--- src/rtl/stopwatch_ctrl.sv ---
// mm:ss stopwatch controller: run/pause/adjust FSM with BCD digits.
// The 1 Hz, 2 Hz and pause inputs are edge-detected in the clk_100MHz domain.
module stopwatch_ctrl #(
  parameter int MIN_WRAP = 59
) (
  input  logic       clk_100MHz,
  input  logic       rst,
  input  logic       clk_1Hz,
  input  logic       clk_2Hz,
  input  logic       clk_adjust,
  input  logic       btn_pause,
  input  logic       adj,
  input  logic       sel,
  output logic [3:0] min_tens,
  output logic [3:0] min_ones,
  output logic [3:0] sec_tens,
  output logic [3:0] sec_ones,
  output logic       running,
  output logic       blink_min,
  output logic       blink_sec
);

  typedef enum logic [1:0] {
    ST_RUN    = 2'd0,
    ST_PAUSED = 2'd1,
    ST_ADJUST = 2'd2
  } state_t;

  localparam logic [3:0] MW_T = 4'(MIN_WRAP / 10);
  localparam logic [3:0] MW_O = 4'(MIN_WRAP % 10);

  state_t     r_state;
  state_t     w_state_nxt;
  logic       r_ret_paused;
  logic       w_ret_nxt;
  logic [7:0] r_min;
  logic [7:0] r_sec;
  logic [7:0] w_min_nxt;
  logic [7:0] w_sec_nxt;

  logic r_1hz_q1, r_1hz_q2;
  logic r_2hz_q1, r_2hz_q2;
  logic r_btn_q1, r_btn_q2;
  logic w_tick1, w_tick2, w_pause;

  function automatic logic [7:0] inc_sec(input logic [7:0] s);
    if (s == 8'h59)            return 8'h00;
    else if (s[3:0] == 4'd9)   return {s[7:4] + 4'd1, 4'd0};
    else                       return {s[7:4], s[3:0] + 4'd1};
  endfunction

  function automatic logic [7:0] inc_min(input logic [7:0] m);
    if (m == {MW_T, MW_O})     return 8'h00;
    else if (m[3:0] == 4'd9)   return {m[7:4] + 4'd1, 4'd0};
    else                       return {m[7:4], m[3:0] + 4'd1};
  endfunction

  assign w_tick1 = r_1hz_q1 & ~r_1hz_q2;
  assign w_tick2 = r_2hz_q1 & ~r_2hz_q2;
  assign w_pause = r_btn_q1 & ~r_btn_q2;

  // Edge detectors preload the live level in reset so a held input yields no edge.
  always_ff @(posedge clk_100MHz) begin
    if (rst) begin
      r_1hz_q1 <= clk_1Hz;
      r_1hz_q2 <= clk_1Hz;
      r_2hz_q1 <= clk_2Hz;
      r_2hz_q2 <= clk_2Hz;
      r_btn_q1 <= btn_pause;
      r_btn_q2 <= btn_pause;
    end else begin
      r_1hz_q1 <= clk_1Hz;
      r_1hz_q2 <= r_1hz_q1;
      r_2hz_q1 <= clk_2Hz;
      r_2hz_q2 <= r_2hz_q1;
      r_btn_q1 <= btn_pause;
      r_btn_q2 <= r_btn_q1;
    end
  end

  always_ff @(posedge clk_100MHz) begin
    if (rst) begin
      r_state      <= ST_RUN;
      r_ret_paused <= 1'b0;
      r_min        <= 8'h00;
      r_sec        <= 8'h00;
    end else begin
      r_state      <= w_state_nxt;
      r_ret_paused <= w_ret_nxt;
      r_min        <= w_min_nxt;
      r_sec        <= w_sec_nxt;
    end
  end

  // adj takes priority over a pause edge; pause edges are ignored in ADJUST.
  always_comb begin
    w_state_nxt = r_state;
    w_ret_nxt   = r_ret_paused;
    case (r_state)
      ST_RUN: begin
        if (adj) begin
          w_state_nxt = ST_ADJUST;
          w_ret_nxt   = 1'b0;
        end else if (w_pause) begin
          w_state_nxt = ST_PAUSED;
        end
      end
      ST_PAUSED: begin
        if (adj) begin
          w_state_nxt = ST_ADJUST;
          w_ret_nxt   = 1'b1;
        end else if (w_pause) begin
          w_state_nxt = ST_RUN;
        end
      end
      ST_ADJUST: begin
        if (!adj) w_state_nxt = r_ret_paused ? ST_PAUSED : ST_RUN;
      end
      default: w_state_nxt = ST_RUN;
    endcase
  end

  // Ticks follow the rule of the state they arrive in, even on a transition cycle.
  always_comb begin
    w_min_nxt = r_min;
    w_sec_nxt = r_sec;
    if (r_state == ST_RUN && w_tick1) begin
      w_sec_nxt = inc_sec(r_sec);
      if (r_sec == 8'h59) w_min_nxt = inc_min(r_min);
    end else if (r_state == ST_ADJUST && w_tick2) begin
      if (sel) w_sec_nxt = inc_sec(r_sec);
      else     w_min_nxt = inc_min(r_min);
    end
  end

  assign min_tens  = r_min[7:4];
  assign min_ones  = r_min[3:0];
  assign sec_tens  = r_sec[7:4];
  assign sec_ones  = r_sec[3:0];
  assign running   = (r_state == ST_RUN);
  assign blink_min = (r_state == ST_ADJUST) & ~sel & clk_adjust;
  assign blink_sec = (r_state == ST_ADJUST) & sel & clk_adjust;

endmodule

--- config.mk ---
export PLATFORM = sky130hd
export DESIGN_NAME = stopwatch_ctrl
export DESIGN_NICKNAME = d
export VERILOG_FILES = /design/src/rtl/stopwatch_ctrl.sv
export SDC_FILE = /design/constraint.sdc
export NUM_CORES = 1
export LEC_CHECK = 0
export BUFFER_PORTS_ARGS = -buffer_cell sky130_fd_sc_hd__buf_2
export CORE_ASPECT_RATIO = 1.25
export CORE_UTILIZATION = 45
export DETAILED_ROUTE_END_ITERATION = 10
export GPL_ROUTABILITY_DRIVEN = 1
export HOLD_SLACK_MARGIN = 0.1
export PLACE_DENSITY = 0.67
export SYNTH_ARGS = -nofsm -noshare
export SYNTH_HDL_FRONTEND = slang
export SYNTH_SLANG_ARGS = --single-unit
--- constraint.sdc ---
create_clock -name clk_100MHz -period 2.2 [get_ports clk_100MHz]
set_clock_uncertainty 0.05 [all_clocks]
set_input_delay 0.11 -clock clk_100MHz [delete_from_list [all_inputs] [get_ports clk_100MHz]]
set_output_delay 0.11 -clock clk_100MHz [all_outputs]
set_load 0.01 [all_outputs]
==> parameters.txt <==
Parameter                              Value

Timing
  Total setup violations reported at the end of the flow ... 0
  Max-slew violation count ... 0
  Maximum clock frequency ... 503.2 MHz
  Slew at the pin closest to its max-slew limit ... 0.4663 ns
  Unrepaired setup endpoints after global routing ... false
  Minimum setup slack in the final design ... 0.2126 ns
  Final Hold Violating Endpoints ... 0
  Headroom to the max-slew limit ... 68.92%
  Total Neg Setup Slack ... 0 ns
  Final min period ... 1.987 ns
  Final clock period utilization by the worst path ... 90.34%

Synth
  Cell with the most instances after synthesis ... sky130_fd_sc_hd__dfxtp_1
  Ys flop type ... sky130_fd_sc_hd__dfxtp_1
  Sequential area share after synthesis ... 41.45%
  Mapped Cells ... ~130
  Cell taking the most area after synthesis ... sky130_fd_sc_hd__dfxtp_1
  Seq cells post-synth ... 25
  Number of enable flip-flop cells after synthesis ... 0
  Count of different cell masters after synthesis ... 35
  Synth Warn # ... 0
  Leading cell types by total area after synthesis ... sky130_fd_sc_hd__dfxtp_1, sky130_fd_sc_hd__ha_1, sky130_fd_sc_hd__a21oi_1, sky130_fd_sc_hd__o21ai_0, sky130_fd_sc_hd__or4_1
  Proportion of synthesized flip-flops having asynchronous set or reset ... 0%
  Commonest cells post-synth ... sky130_fd_sc_hd__dfxtp_1, sky130_fd_sc_hd__a21oi_1, sky130_fd_sc_hd__o21ai_0
  Syn Nets ... approximately 150
  Cell area after technology mapping ... between 1000 and 1500 um2
  Fraction of synthesized cell area taken by the top area cell type ... 41.45%
  Syn_area_per_cell ... 9.078 um2

CTS
  Clock insertion delay at the later pin of the skew report ... between 0.3 and 0.4 ns
  Clock Path Buffers ... 2
  Clock tree from TritonCTS ... built
  Clock-pin slew reported for the worst setup and hold paths after clock tree synthesis ... ~0.14 ns
  Root Buffer Master ... sky130_fd_sc_hd__clkbuf_4
  Clock sinks ... 25
  Maximum level of the CTS H-tree ... 1
  CTS Buf Count ... 3
  Setup fix buffers added after clock tree synthesis ... 0

Critical path
  Kind of capture point of the worst setup path ... flop
  Critical path start-end classification ... flop to flop
  Data required time of the critical path ... about 2.4 ns
  Max Fanout on Critical Path ... 12
  CP peak stage delay ... 0.55 ns
  Max stage delay cell, worst path ... sky130_fd_sc_hd__or4_1
  Series of cell instances along the critical path ... ha_1, and3b_1, a32oi_2, or4_1, a21oi_1
  Cell class contributing the biggest share of worst-path delay ... simple AND/OR/NAND/NOR gates
  Depth of the worst register-to-register path ... 5
  Buf/Inv on CP ... 0
  Crit. path cell count ... 5
  Nature of the critical path startpoint ... flop
  Signal arrival time at the worst endpoint ... roughly 2.2 ns

Route
  Wirelength, routed ... 2418 um
  Starting DRT DRC Count ... 13
  Number of vias in the routed layout ... 1080
  DRC violation count after routing ... 0
  Via-per-instance ratio ... 5.538
  Count of antenna-violating nets left after detailed routing ... 0
  Post-detailed-route wirelength per cell ... 12.40 um
  First drt pass iteration count ... 5

Power and ir drop
  Overall power consumption ... roughly 750 uW
  Internal portion of total power ... 567.7 uW
  Power Dens Cells ... 519.8 nW/um2
  Combinational cell fraction of total power ... about 9.0%
  Switching part of the total power ... 24.17%
  Reported net switching power ... 180.9 uW
  Clock Power Share ... around 28%
  Proportion of power drawn by flip-flops and latches ... a little under two thirds
  Static leakage ... 0.6220 nW
  Worst ir drop on vdd ... 330.8 uV

Global routing
  Global-route wire length before repair ... around 4000 um
  Gr usage total ... 17.72%
  Antenna violations before repair ... 0
  Leftover overflow at the end of global routing ... 0
  Via count of the first global-routing pass ... 950
  Largest net degree at the start of global routing ... 22

Cells and area
  Final non-filler cell total ... 195
  Final design instance area without fill ... approximately 1400 um2
  Antenna diode count ... 0
  Number of nets in the final layout ... 179
  Area growth syn-to-layout ... 19.27%
  Share of final-layout standard cells stronger than drive strength 1 ... ~22%

Die
  Initial standard-cell utilization of the core ... between 40 and 50%
  Placeable core region ... 2477 um2
  DIE WIDTH ... 48.33 um
  Area of the die ... 2896 um2
  Die Span Y ... 59.92 um
  Ports ... 27
  FP Rows ... 20

Placement
  Final HPWL DP ... 1745 um
  Cells after DPL ... 187
  Instance area after placement ... 1363 um2
  Port bufs ... 26
  Worst setup slack before clock tree synthesis ... 0.1636 ns
  Routability congestion estimate from global placement ... 0.7540

Status
  Result of the run ... finished, final reports clean

Job
  Max-capacitance violation count ... 0

Min path
  Path class of the lowest-slack min-delay path ... input pin to flop
  Hold Crit Depth ... 2
==> registers in the layout (all words and copies together), names as in the netlist <==
name,flops
r_1hz_q2,1
r_min,8
r_1hz_q1,1
r_ret_paused,1
r_sec,8
r_2hz_q2,1
r_btn_q1,1
r_state,2
r_btn_q2,1
r_2hz_q1,1
==> power groups by stage <==
stage                     clock (mW)  sequential (mW)  combinational, mW
final                          0.206            0.475             0.0674
after global routing           0.228            0.477             0.0754
after CTS                      0.222            0.475             0.0674
after detailed placement           0            0.485             0.0618
after global placement             0            0.484             0.0602
after floorplan                    0            0.484             0.0395
==> worst reg2reg max path, cell delays in order (launching register included) <==
cell and delay [ns]:
sky130_fd_sc_hd__dfxtp_1 0.42, sky130_fd_sc_hd__ha_1 0.18, sky130_fd_sc_hd__and3b_1 0.30, sky130_fd_sc_hd__a32oi_2 0.27, sky130_fd_sc_hd__or4_1 0.55, sky130_fd_sc_hd__a21oi_1 0.15
==> cells in the final DEF (no fill, tap or decap), drive strengths merged, types with 2 or more instances in the layout <==
master        n
and3b         4
inv           8
or4           6
ha            8
or3           5
mux2          3
nand2         8
nor3          4
nor2b         2
nand3b        2
dfxtp        25
dlygate4sd3   4
a21oi        14
nor2          5
and3          3
clkbuf        3
o21ai        12
nand3         2
buf          27
==> worst paths after layout <==
| path | startpoint | to | slack (ns) |
|---|---|---|---|
| worst min register to register | r_btn_q1$_DFF_P_ | r_btn_q2$_DFF_P_ | 0.45 |
| worst min-delay path | rst | r_ret_paused$_SDFFE_PP0P_ | 0.14 |
| worst max-delay path | r_sec[0]$_SDFFE_PP0P_ | r_min[5]$_SDFFE_PP0P_ | 0.21 |
| worst max register to register | r_sec[0]$_SDFFE_PP0P_ | r_min[5]$_SDFFE_PP0P_ | 0.21 |
==> what timing repair did <==
item	4_1_cts	5_1_grt
gates resized for setup	0	1
hold buffers	4	0
setup endpoints to repair	0	5
hold endpoints to repair	9	0
==> logic make-up (layout without fill, tap and decap cells) <==
group,after synthesis,count (layout),share of synthesized area [%]
compound gates,35,35,17.10
xor+xnor,1,1,0.7255
fa+ha+maj,8,8,8.290
buf+inv,14,43,4.455
flops,25,25,41.45
mux,4,4,3.627
simple gates,46,46,24.35
==> stage by stage <==
| stage | hold WS, ns | utilization (%) |
|---|---|---|
| floorplan | 0.08772 | - |
| global placement | 0.1741 | 55.00 |
| detailed placement | 0.1757 | 55.00 |
| CTS | 0.1206 | 57.83 |
| global route | 0.1457 | 58.13 |
| finish | 0.1357 | 58.13 |
==> layer usage <==
metal	global-route usage [%]	up-vias	wire length [um]
met5	0	-	0
met3	3.053	2	56
met4	7.563	0	25
li1	-	545	-
met1	19.81	518	1095
met2	33.40	15	1240
==> layout make-up <==
class | count | area, um2
repair buffers | 31 | 177.7
clock buffers | 3 | 22.52
fillers | 221 | 1037
flip-flops and latches | 25 | 500.5
multi-input cells | 94 | 660.6
inverters | 8 | 30.03
well taps | 33 | 41.29
clock inverters | 1 | 7.507
Note: power is estimated with default switching activity, not from simulation.
